`src/rtl/bus_arbiter.sv`:
```
// Two-master memory-bus arbiter (CPU/FPU) with round-robin tie-break,
// minimum-hold preemption and a one-cycle dead TURN cycle between owners.
module bus_arbiter #(
    parameter int MAX_HOLD = 16,
    parameter int CNT_W    = 5
) (
    input  logic clk,
    input  logic rst,
    input  logic cpu_req,
    input  logic fpu_req,
    output logic cpu_grant,
    output logic fpu_grant,
    output logic bus_control,
    output logic bus_busy
);

    typedef enum logic [1:0] {
        IDLE    = 2'd0,
        CPU_OWN = 2'd1,
        FPU_OWN = 2'd2,
        TURN    = 2'd3
    } state_t;

    localparam logic [CNT_W-1:0] HOLD_SAT = CNT_W'(MAX_HOLD);
    localparam logic [CNT_W-1:0] HOLD_PRE = CNT_W'(MAX_HOLD - 1);

    state_t           state_q, state_d;
    logic [CNT_W-1:0] hold_q, hold_d;
    logic             last_owner_q, last_owner_d;
    logic             cpu_grant_q, cpu_grant_d;
    logic             fpu_grant_q, fpu_grant_d;
    logic             bus_control_q, bus_control_d;
    logic [CNT_W-1:0] hold_inc;

    assign hold_inc = (hold_q < HOLD_SAT) ? hold_q + 1'b1 : hold_q;

    always_comb begin
        state_d       = state_q;
        hold_d        = hold_q;
        last_owner_d  = last_owner_q;
        bus_control_d = bus_control_q;

        case (state_q)
            IDLE: begin
                if (cpu_req && fpu_req) begin
                    state_d = last_owner_q ? CPU_OWN : FPU_OWN;
                end else if (cpu_req) begin
                    state_d = CPU_OWN;
                end else if (fpu_req) begin
                    state_d = FPU_OWN;
                end
            end
            CPU_OWN: begin
                if (!cpu_req || (fpu_req && hold_q >= HOLD_PRE)) begin
                    state_d = TURN;
                end else begin
                    hold_d = hold_inc;
                end
            end
            FPU_OWN: begin
                if (!fpu_req || (cpu_req && hold_q >= HOLD_PRE)) begin
                    state_d = TURN;
                end else begin
                    hold_d = hold_inc;
                end
            end
            default: state_d = IDLE;
        endcase

        // Entry into an owner state is the only place the mux select may move,
        // and it always follows an IDLE cycle with both grants low.
        if (state_d == CPU_OWN && state_q != CPU_OWN) begin
            hold_d        = '0;
            last_owner_d  = 1'b0;
            bus_control_d = 1'b0;
        end else if (state_d == FPU_OWN && state_q != FPU_OWN) begin
            hold_d        = '0;
            last_owner_d  = 1'b1;
            bus_control_d = 1'b1;
        end

        cpu_grant_d = (state_d == CPU_OWN);
        fpu_grant_d = (state_d == FPU_OWN);
    end

    always_ff @(posedge clk or posedge rst) begin
        if (rst) begin
            state_q       <= IDLE;
            hold_q        <= '0;
            last_owner_q  <= 1'b1;
            cpu_grant_q   <= 1'b0;
            fpu_grant_q   <= 1'b0;
            bus_control_q <= 1'b0;
        end else begin
            state_q       <= state_d;
            hold_q        <= hold_d;
            last_owner_q  <= last_owner_d;
            cpu_grant_q   <= cpu_grant_d;
            fpu_grant_q   <= fpu_grant_d;
            bus_control_q <= bus_control_d;
        end
    end

    assign cpu_grant   = cpu_grant_q;
    assign fpu_grant   = fpu_grant_q;
    assign bus_control = bus_control_q;
    assign bus_busy    = cpu_grant_q | fpu_grant_q;

endmodule
```
`config.mk`:
```
export PLATFORM = sky130hd
export DESIGN_NAME = bus_arbiter
export DESIGN_NICKNAME = d
export VERILOG_FILES = /design/src/rtl/bus_arbiter.sv
export SDC_FILE = /design/constraint.sdc
export NUM_CORES = 1
export LEC_CHECK = 0
export CORE_MARGIN = 2
export CORE_UTILIZATION = 53
export DETAILED_ROUTE_END_ITERATION = 7
export PLACE_DENSITY = 0.75
export SKIP_LAST_GASP = 1
export SLEW_MARGIN = 25
export SYNTH_ARGS = -nofsm -noshare
export SYNTH_HDL_FRONTEND = slang
export SYNTH_SLANG_ARGS = --single-unit
```
`constraint.sdc`:
```
create_clock -name clk -period 2.3 [get_ports clk]
set_input_delay 0.345 -clock clk [delete_from_list [all_inputs] [get_ports clk]]
set_output_delay 0.345 -clock clk [all_outputs]
set_load 0.02 [all_outputs]
```
Word level (Yosys, flattened, before mapping)
Cells that the tools add are included.

cells by class
  add/sub/neg operators = 1
  order comparisons = 2
  equality and inequality tests = 8
  muxes and demuxes = 15
  bitwise logic cells = 1
  reduce and logical (&&, ||, !) cells = 13

operator list
  cell                 count
  $mux 5               5
  $mux 2               6
  $pmux 5 s2           1
  $ne 4x4->1 const B   2
  $pmux 2 s3           1
  $add 5x1->5 const B  1
  $ge 5x4->1 const B   1
  $logic_and 1x1->1    5
  $lt 5x5->1 const B   1
  $eq 2x1->1 const B   2
  $eq 2x2->1 const B   2
  $reduce_bool 4->1    1
  $reduce_and 3->1     1
  $logic_not 1->1      2
  $logic_not 2->1      1
  $logic_or 1x1->1     2
  $mux 1               2
  $ne 2x1->1 const B   1
  $ne 2x2->1 const B   1
  $reduce_bool 2->1    1
  $or 1x1->1           1

storage, ports and cells
  register bits = 11
  output and inout bits = 4
  word-level logic and storage cells = 46

Logic depth before layout (Yosys ltp)
Gate-level depths: netlist (run 1).

  word-level depth = 9
  gate-level depth with buffers = 8
  depth with buffers taken out = 8

Worst setup path after synthesis (run 1)
No wires, ideal clock.

  path type = register to register
  start point = reg hold_q[0]
  end point = reg hold_q[1]
  setup time = 0.066 ns
  arrival = 1.885 ns
  path slack = 0.349 ns
  cell stages (with the launch flop) = 9
  period minus slack after synthesis = 1.951 ns
  path through = dfrtp_1 -> ha_1 -> and3_1 -> ha_1 -> nor2_1 -> nand3_1 -> a31oi_2 -> nor3b_2 -> a32o_2

between the ends
  word-level cells in the longest chain between the ends = 9
  elaborated cells on any way between the ends = 24
  those cells by class = 1 x add/sub; 2 x order compare; 4 x eq/ne; 9 x mux; 8 x reduce/logical

ends and longest elaborated chain
  element                                               line    RTL
  start: declaration                                    28      logic [CNT_W-1:0] hold_q, hold_d;
  start signal: assignment                              96      hold_q <= hold_d;
  $ge 5x4->1                                            54, 61
  $logic_and 1x1->1, on equally long branches           61, 54
  $logic_or 1x1->1, on equally long branches            61, 54
  $mux 2, on equally long branches                      61, 54
  $pmux 2 s3                                            43      case (state_q)
  $eq 2x1->1 or $eq 2x2->1 (tied branches)              72, 76
  $logic_and 1x1->1, on equally long branches           72, 76
  $ne 4x4->1 (no line) (tied with other cells)          n/a
  $reduce_and 3->1 (no line) or $mux 5 (tied branches)  n/a

Parallel ways exist; a longest one is shown, timed or not. The select of a mux whose other input is x is not followed.
A chain may end at the register's enable or synchronous reset.

Worst setup path after layout (run 1)
  start point = reg state_q[1]
  end point = reg hold_q[2]

between the ends
  word-level cells in the longest chain between the ends = 8
  elaborated cells on any way between the ends = 22
  those cells by class = 8 x eq/ne; 9 x mux; 5 x reduce/logical

ends and longest elaborated chain
  element                                               line    RTL
  start: declaration                                    27      state_t state_q, state_d;
  start signal: assignment                              95      state_q <= state_d;
  $mux 2                                                49      end else if (fpu_req) begin
  $mux 2                                                47      end else if (cpu_req) begin
  $mux 2                                                45      if (cpu_req && fpu_req) begin
  $pmux 2 s3                                            43
  $eq 2x1->1 or $eq 2x2->1 (tied branches)              72, 76
  $logic_and 1x1->1, on equally long branches           72, 76
  $ne 4x4->1 (no line) (tied with other cells)          n/a
  $reduce_and 3->1 (no line) or $mux 5 (tied branches)  n/a

Parallel ways exist; a longest one is shown, timed or not.

==> results.ini, run 1 <==
[run_status]
outcome=complete, no violations

[placement]
port_buffers=7
dpl_cell_area_um2=848
placed_cells=99
place_hpwl_um=1150
place_ws_ns=0.160
gp_congestion=0.863

[yosys]
synth_cell_types=33
synthAdderAreaFrac_pct=9.88
seq_area_frac_synth_pct=36.4
synth_xor_area_share_pct=0
yosysWarningCount=0
synth-simple-area-share_pct=25.7
synth.net_count=87
syn_avg_cell_area_um2=9.86
synthMuxAreaShare_pct=0
netlist_instances=77
synth-compound-area-share_pct=24.5
ys_ff_latch=11
syn_area_um2=759
synth_top_family_by_area=simple AND/OR/NAND/NOR gates

[floorplanning]
dieWidth_um=41.9
initial_core_util_pct=57.6
fp.dieArea_mm2=0.00175
ios=8
core_mm2=0.00132
die-height_um=41.9
num_rows=13

[finish]
diodes=0
drive_above_1_share_pct=18.2
finalNonFillerCells=103
final_core_utilization_pct=67.5
nNetsFinal=99
fin_area_um2=890
area_growth_pct=17.1
register_area_um2=277
num-fill-cells=91
multi_input_area_um2=472

[drt]
post_drt_wl_per_cell_um=14.4
postRouteAntennaNets=0
vias_per_cell=6.10
drt_wl_total_um=1480
vias=628
drtPass1Iterations=4
drc=0
drt_iter0_drc=16

[critical_path]
end_kind=register
required_ns=2.46
cp-start-kind=register
rrSetupSlack_ns=0.16
crit_fanout=5
reg2reg_to=hold_q[2]$_DFFE_PP0P_
reg2regPathDepth=7
worstSetupStartpoint=state_q[1]$_DFF_PP0_
crit_type=reg2reg
critPathArrivalTime_ns=2.30
r2r-start=state_q[1]$_DFF_PP0_

[clocking]
post_cts_buffers=0
cts_buffer_depth=2
cts-root-buf=clkbuf_4
cts_tree=yes
clock_latency_ns=0.27
cts.sinks=11
cts.reportedPaths.clkPinSlew_ns=0.07
cts_buffers=3
h-tree-depth=1

[timing]
max_slew.worst_pin.slew_ns=0.402
fmax_mhz=466
fin_crit_ns=2.14
setup-tns-final_ns=0
report.final.slew_viol_count=0
slew_headroom_pct=73.2
fin_ws_ns=0.156
hold_violations=0
grt_setup_unrepaired=no
fin_crit_sh_pct=93.2
finalSetupViolations=0
finClkSkew_ns=0.00544

[pwr]
cellInternalPower_w=0.000734
p_leak_nw=0.402
p_per_area_mw_per_mm2=1520
switching_share_pct=45.6
p_clk_share_pct=9.8
switching_power_w=0.000614
combPwrFrac_pct=61.8
vdd_drop_max_mv=0.776
sequentialPowerShare_pct=28.3

[global_route]
track_usage_pct=18.4
grt_start_max_net_pins=12
antenna_found_initial=0
grt-ovfl-total=0
grt_pass1_vias=573
grt_pass1_wl_um=2460

[worst_hold_path]
hold_path.class=in2async

[job]
cap_violations=0

==> routing by layer <==
| metal | GRT usage (%) | up-vias | wire length (um) |
|---|---|---|---|
| li1 | - | 308 | - |
| met3 | 6.96 | 4 | 84 |
| met4 | 3.87 | 0 | 17 |
| met2 | 29.7 | 19 | 678 |
| met1 | 23.4 | 297 | 699 |
| met5 | 0 | - | 0 |
==> state kept, by name, summed over array words and instances (netlist names) <==
name          count
bus_control       1
cpu_grant         1
fpu_grant         1
hold_q            5
last_owner_q      1
state_q           2
==> area by class of cell <==
cell class | instances | area share (%)
Sequential cell | 11 | 31.1
Tap cell | 15 | 2.11
Timing Repair Buffer | 7 | 7.88
Inverter | 7 | 2.95
Multi-Input combinational cell | 59 | 53.0
Clock buffer | 4 | 2.95
==> power groups by stage <==
stage               Clock [W]  Sequential [W]  Combinational (W)
global placement            0        0.000378           0.000782
CTS                  0.000136        0.000381           0.000798
detailed placement          0        0.000381           0.000795
global route         0.000146        0.000395           0.000915
floorplan                   0        0.000381           0.000599
finish               0.000133        0.000382           0.000834
==> timing repair <==
item / CTS / global route
endpoints found under the setup margin: 0 / 4
hold buffers: 0 / 0
resized for setup: 0 / 2
==> synthesized netlist by cell type (all sizes together) <==
library cell	n	share of area [%]
nor2b	5	4.1
a22o	3	3.5
and3b	1	1.2
and4	2	2.6
o31ai	3	3.6
a31oi	4	6.1
nor3	4	3.3
a21oi	4	3.1
o221ai	1	2.0
dfstp	1	3.5
ha	6	9.9
and3	1	0.82
nand2b	3	2.8
o22ai	1	0.82
nor2	3	1.5
inv	7	3.5
a311oi	1	2.0
nand3	3	2.0
or2	1	0.82
and2	2	1.6
a32o	1	1.5
nor3b	1	1.6
dfrtp	10	33
nand2	5	2.5
nand4	1	0.82
o21ai	3	2.0
==> worst max-delay path by stage <==
| stage | endpoint | slack (ns) | cells past startpoint |
|---|---|---|---|
| 2_1_floorplan | hold_q[1]$_DFFE_PP0P_ | 0.35 | 8 |
| 3_3_place_gp | hold_q[1]$_DFFE_PP0P_ | 0.22 | 6 |
| 3_5_place_dp | hold_q[1]$_DFFE_PP0P_ | 0.16 | 8 |
| 4_1_cts | hold_q[1]$_DFFE_PP0P_ | 0.11 | 8 |
| 5_1_grt | hold_q[2]$_DFFE_PP0P_ | 0.02 | 7 |
| 6_report | hold_q[2]$_DFFE_PP0P_ | 0.16 | 7 |
==> metrics by stage <==
stage                     power [W]  hold slack [ns]
after floorplan            0.000980            0.197
after global placement      0.00116            0.482
after detailed placement    0.00118            0.508
after CTS                   0.00131            0.366
after global routing        0.00146            0.403
final                       0.00135            0.351
==> placed cells by master (no fill, tap or decap), types with 2 or more instances in the layout <==
cell type         n
a21oi_1           3
a22o_1            3
a31oi_1           2
a31oi_4           2
and2_1            2
clkbuf_4          3
clkdlybuf4s50_1   7
dfrtp_1          10
ha_1              6
inv_1             7
nand2_1           5
nand2b_1          2
nand3_1           3
nor2_1            3
nor2b_1           5
nor3_1            3
o21ai_0           3
o31ai_1           2
==> critical path: stages (launching register included) <==
cell,delay (ns)
dfrtp_1,0.42
inv_1,0.09
ha_1,0.27
nor3_2,0.33
o221ai_2,0.19
a21oi_2,0.33
o31ai_1,0.16
a22o_1,0.24
==> kinds of logic after synthesis <==
| kind of cell | after synthesis |
|---|---|
| buffers and inverters | 7 |
| AOI/OAI and AO/OA | 21 |
| adders and majority gates | 6 |
| DFF | 11 |
| and+or+nand+nor | 32 |
Note: power is estimated with default switching activity, not from simulation.
==> run 2, diff against run 1 <==
--- a/config.mk
+++ b/config.mk
@@ -5,10 +5,11 @@
 export SDC_FILE = /design/constraint.sdc
 export NUM_CORES = 1
 export LEC_CHECK = 0
+export ABC_AREA = 1
 export CORE_MARGIN = 2
-export CORE_UTILIZATION = 53
+export CORE_UTILIZATION = 54
 export DETAILED_ROUTE_END_ITERATION = 7
-export PLACE_DENSITY = 0.75
+export PLACE_DENSITY = 0.76
 export SKIP_LAST_GASP = 1
 export SLEW_MARGIN = 25
 export SYNTH_ARGS = -nofsm -noshare
==> results.ini, run 2 <==
[pwr]
switching_power_w=0.000788
sequentialPowerShare_pct=24.1
cellInternalPower_w=0.000758
p_per_area_mw_per_mm2=1690
vdd_drop_max_mv=0.908
p_clk_share_pct=8.1
p_leak_nw=0.508
combPwrFrac_pct=67.7
switching_share_pct=51.0

[clocking]
cts.sinks=11
clock_latency_ns=0.26
cts.reportedPaths.clkPinSlew_ns=0.07
cts_tree=yes
cts_buffers=3
cts_buffer_depth=2
hold_buffers=0
h-tree-depth=1
cts-root-buf=clkbuf_4

[yosys]
synth_edf_count=0
yosysTopAreaCellShare_pct=32.0
synthTopCellsByArea=dfrtp_1 32%, nand2_1 15%, ha_1 9.6%
netlist_instances=101
seq_area_frac_synth_pct=35.4
async_reset_ff_share_pct=100
synth-main-ff-cell=dfrtp_1
yosysMostFrequentCell=nand2_1
syn_avg_cell_area_um2=7.74
synth_cell_types=22
synth.net_count=111
ys_ff_latch=11
synth.cells.most_frequent=31 x nand2_1, 13 x inv_1, 10 x dfrtp_1
yosysWarningCount=0
synth_top_area_cell=dfrtp_1
syn_area_um2=782

[placement]
port_buffers=7
place_hpwl_um=1130
gp_congestion=0.902
placed_cells=123

[drt]
drtPass1Iterations=4
postRouteAntennaNets=0
vias_per_cell=4.92
drc=0
drt_iter0_drc=18
post_drt_wl_per_cell_um=11.2
vias=635
drt_wl_total_um=1450

[finish]
final_common_cell=nand2_1
final_cell_mix=31 x nand2_1, 13 x inv_1, 10 x dfrtp_1
finalNonFillerCells=129
reg_top3=hold_q (5), state_q (2)
num-fill-cells=117
area_growth_pct=17.1
nNetsFinal=125
regMostFlops=hold_q
final_core_utilization_pct=68.7
largest_reg_flops=5
drive_above_1_share_pct=18.4
diodes=0

[floorplanning]
die-height_um=42.1
dieWidth_um=42.1
num_rows=13
initial_core_util_pct=58.6
ios=8
fp.dieArea_mm2=0.00177
core_mm2=0.00133

[critical_path]
required_ns=2.45
end_kind=register
cp-start-kind=register
path_cells=ha_1, and3_1, ha_1, nor2_1, nand2_1, nand2_1, nand2_1, a21oi_2, nand4_4, nand3_4, nand2_4, nand2_1, nand2_1
reg2reg_to=hold_q[2]$_DFFE_PP0P_
critPathArrivalTime_ns=2.26
cpMaxStageDelayCell=dfrtp_1
r2r-start=hold_q[0]$_DFFE_PP0P_
worstSetupStartpoint=hold_q[0]$_DFFE_PP0P_
max_stage_delay_ns=0.43
rrSetupSlack_ns=0.19
reg2regPathDepth=13
crit_type=reg2reg
crit_path_end=hold_q[2]$_DFFE_PP0P_
cpMostUsedCell=nand2_1
crit_fanout=9

[global_route]
grt_pass1_vias=612
track_usage_pct=18.6
grt_pass1_wl_um=2550
grt_start_max_net_pins=12
antenna_found_initial=0
grt-ovfl-total=0

[worst_hold_path]
hold_path.class=in2async

[timing]
grt_setup_unrepaired=no
fmax_mhz=474
finClkSkew_ns=0.00340
hold_violations=0
setup-tns-final_ns=0
fin_crit_sh_pct=91.6
max_slew.worst_pin.slew_ns=0.413
fin_crit_ns=2.11
slew_headroom_pct=72.4
finalSetupViolations=0
fin_hold_ws_ns=0.373
report.final.slew_viol_count=0

[run_status]
outcome=complete, no violations

[job]
cap_violations=0

==> run 2: changes by cell type after synthesis, moves of 3 or more <==
| cell | delta |
|---|---|
| a22o_1 | -3 |
| inv_1 | +6 |
| inv_2 | +4 |
| nand2_1 | +26 |
| nand2_2 | +3 |
| nand3_1 | +4 |
| nor2_1 | +5 |
| nor2b_1 | -5 |
| o21ai_0 | -3 |
==> run 2: routing by layer <==
metal	wire, um	GRT usage (%)	vias up	part of all wire [%]
met3	72	2.59	2	5.0
li1	-	-	337	-
met2	623	26.3	14	43
met1	736	28.6	282	51
met4	12	7.50	0	0.83
met5	0	0	-	0
==> run 2: final cells by class <==
cell class / count / area [um^2] / area share [%]
multi-input combinational: 72 / 442 / 48.2
sequential: 11 / 277 / 30.2
timing repair buffer: 9 / 85.1 / 9.29
inverter: 18 / 67.6 / 7.38
clock buffer: 4 / 26.3 / 2.87
tap: 15 / 18.8 / 2.05
==> run 2: worst max-delay path: cells and delay by family (launching register included) <==
kind	cells	cell delay, ns
fa+ha+maj	2	0.41
flops	1	0.43
simple gates	10	0.98
compound gates	1	0.18
==> run 2: kinds of logic after synthesis <==
family,synth area share (%)
adder cells (fa/ha/maj),9.60
flip-flops,35.4
AO/OA/AOI/OAI,6.40
AND/OR/NAND/NOR,37.8
XOR/XNOR,2.24
buffers and inverters,8.64
==> run 2: power groups by stage <==
stage / Clock, W / Combinational, W / Sequential, W
3_5_place_dp: 0 / 0.000993 / 0.000375
5_1_grt: 0.000138 / 0.00119 / 0.000382
3_3_place_gp: 0 / 0.000967 / 0.000370
2_1_floorplan: 0 / 0.000768 / 0.000382
4_1_cts: 0.000131 / 0.00100 / 0.000371
6_report: 0.000126 / 0.00105 / 0.000373
==> run 2: metrics by stage <==
step / setup slack, ns / cell area (um^2) / power (W)
after global routing: 0.0137 / 916 / 0.00171
final: 0.192 / 916 / 0.00155
after detailed placement: 0.182 / 871 / 0.00137
after global placement: 0.214 / 871 / 0.00134
after floorplan: 0.359 / 782 / 0.00115
after CTS: 0.164 / 897 / 0.00151
==> run 2: how the worst min path moves through the flow <==
stage / end / slack (ns) / start
detailed placement: bus_control$_DFFE_PP0P_ / 0.46 / bus_control$_DFFE_PP0P_
finish: hold_q[4]$_DFFE_PP0P_ / 0.37 / rst
floorplan: bus_control$_DFFE_PP0P_ / 0.20 / rst
global placement: bus_control$_DFFE_PP0P_ / 0.46 / bus_control$_DFFE_PP0P_
global route: state_q[0]$_DFF_PP0_ / 0.43 / rst
CTS: fpu_grant$_DFF_PP0_ / 0.38 / rst
==> run 2: timing repair <==
item,CTS,global route
setup buffers,0,2
resized for setup,0,1
setup endpoints to repair,0,4
==> run 3, diff against run 2 <==
--- a/config.mk
+++ b/config.mk
@@ -9,9 +9,9 @@
 export CORE_MARGIN = 2
 export CORE_UTILIZATION = 54
 export DETAILED_ROUTE_END_ITERATION = 7
+export GPL_ROUTABILITY_DRIVEN = 1
 export PLACE_DENSITY = 0.76
 export SKIP_LAST_GASP = 1
-export SLEW_MARGIN = 25
 export SYNTH_ARGS = -nofsm -noshare
 export SYNTH_HDL_FRONTEND = slang
 export SYNTH_SLANG_ARGS = --single-unit
==> results of run 3 <==
Final layout, timing and power as in run 2 (identical DEF).
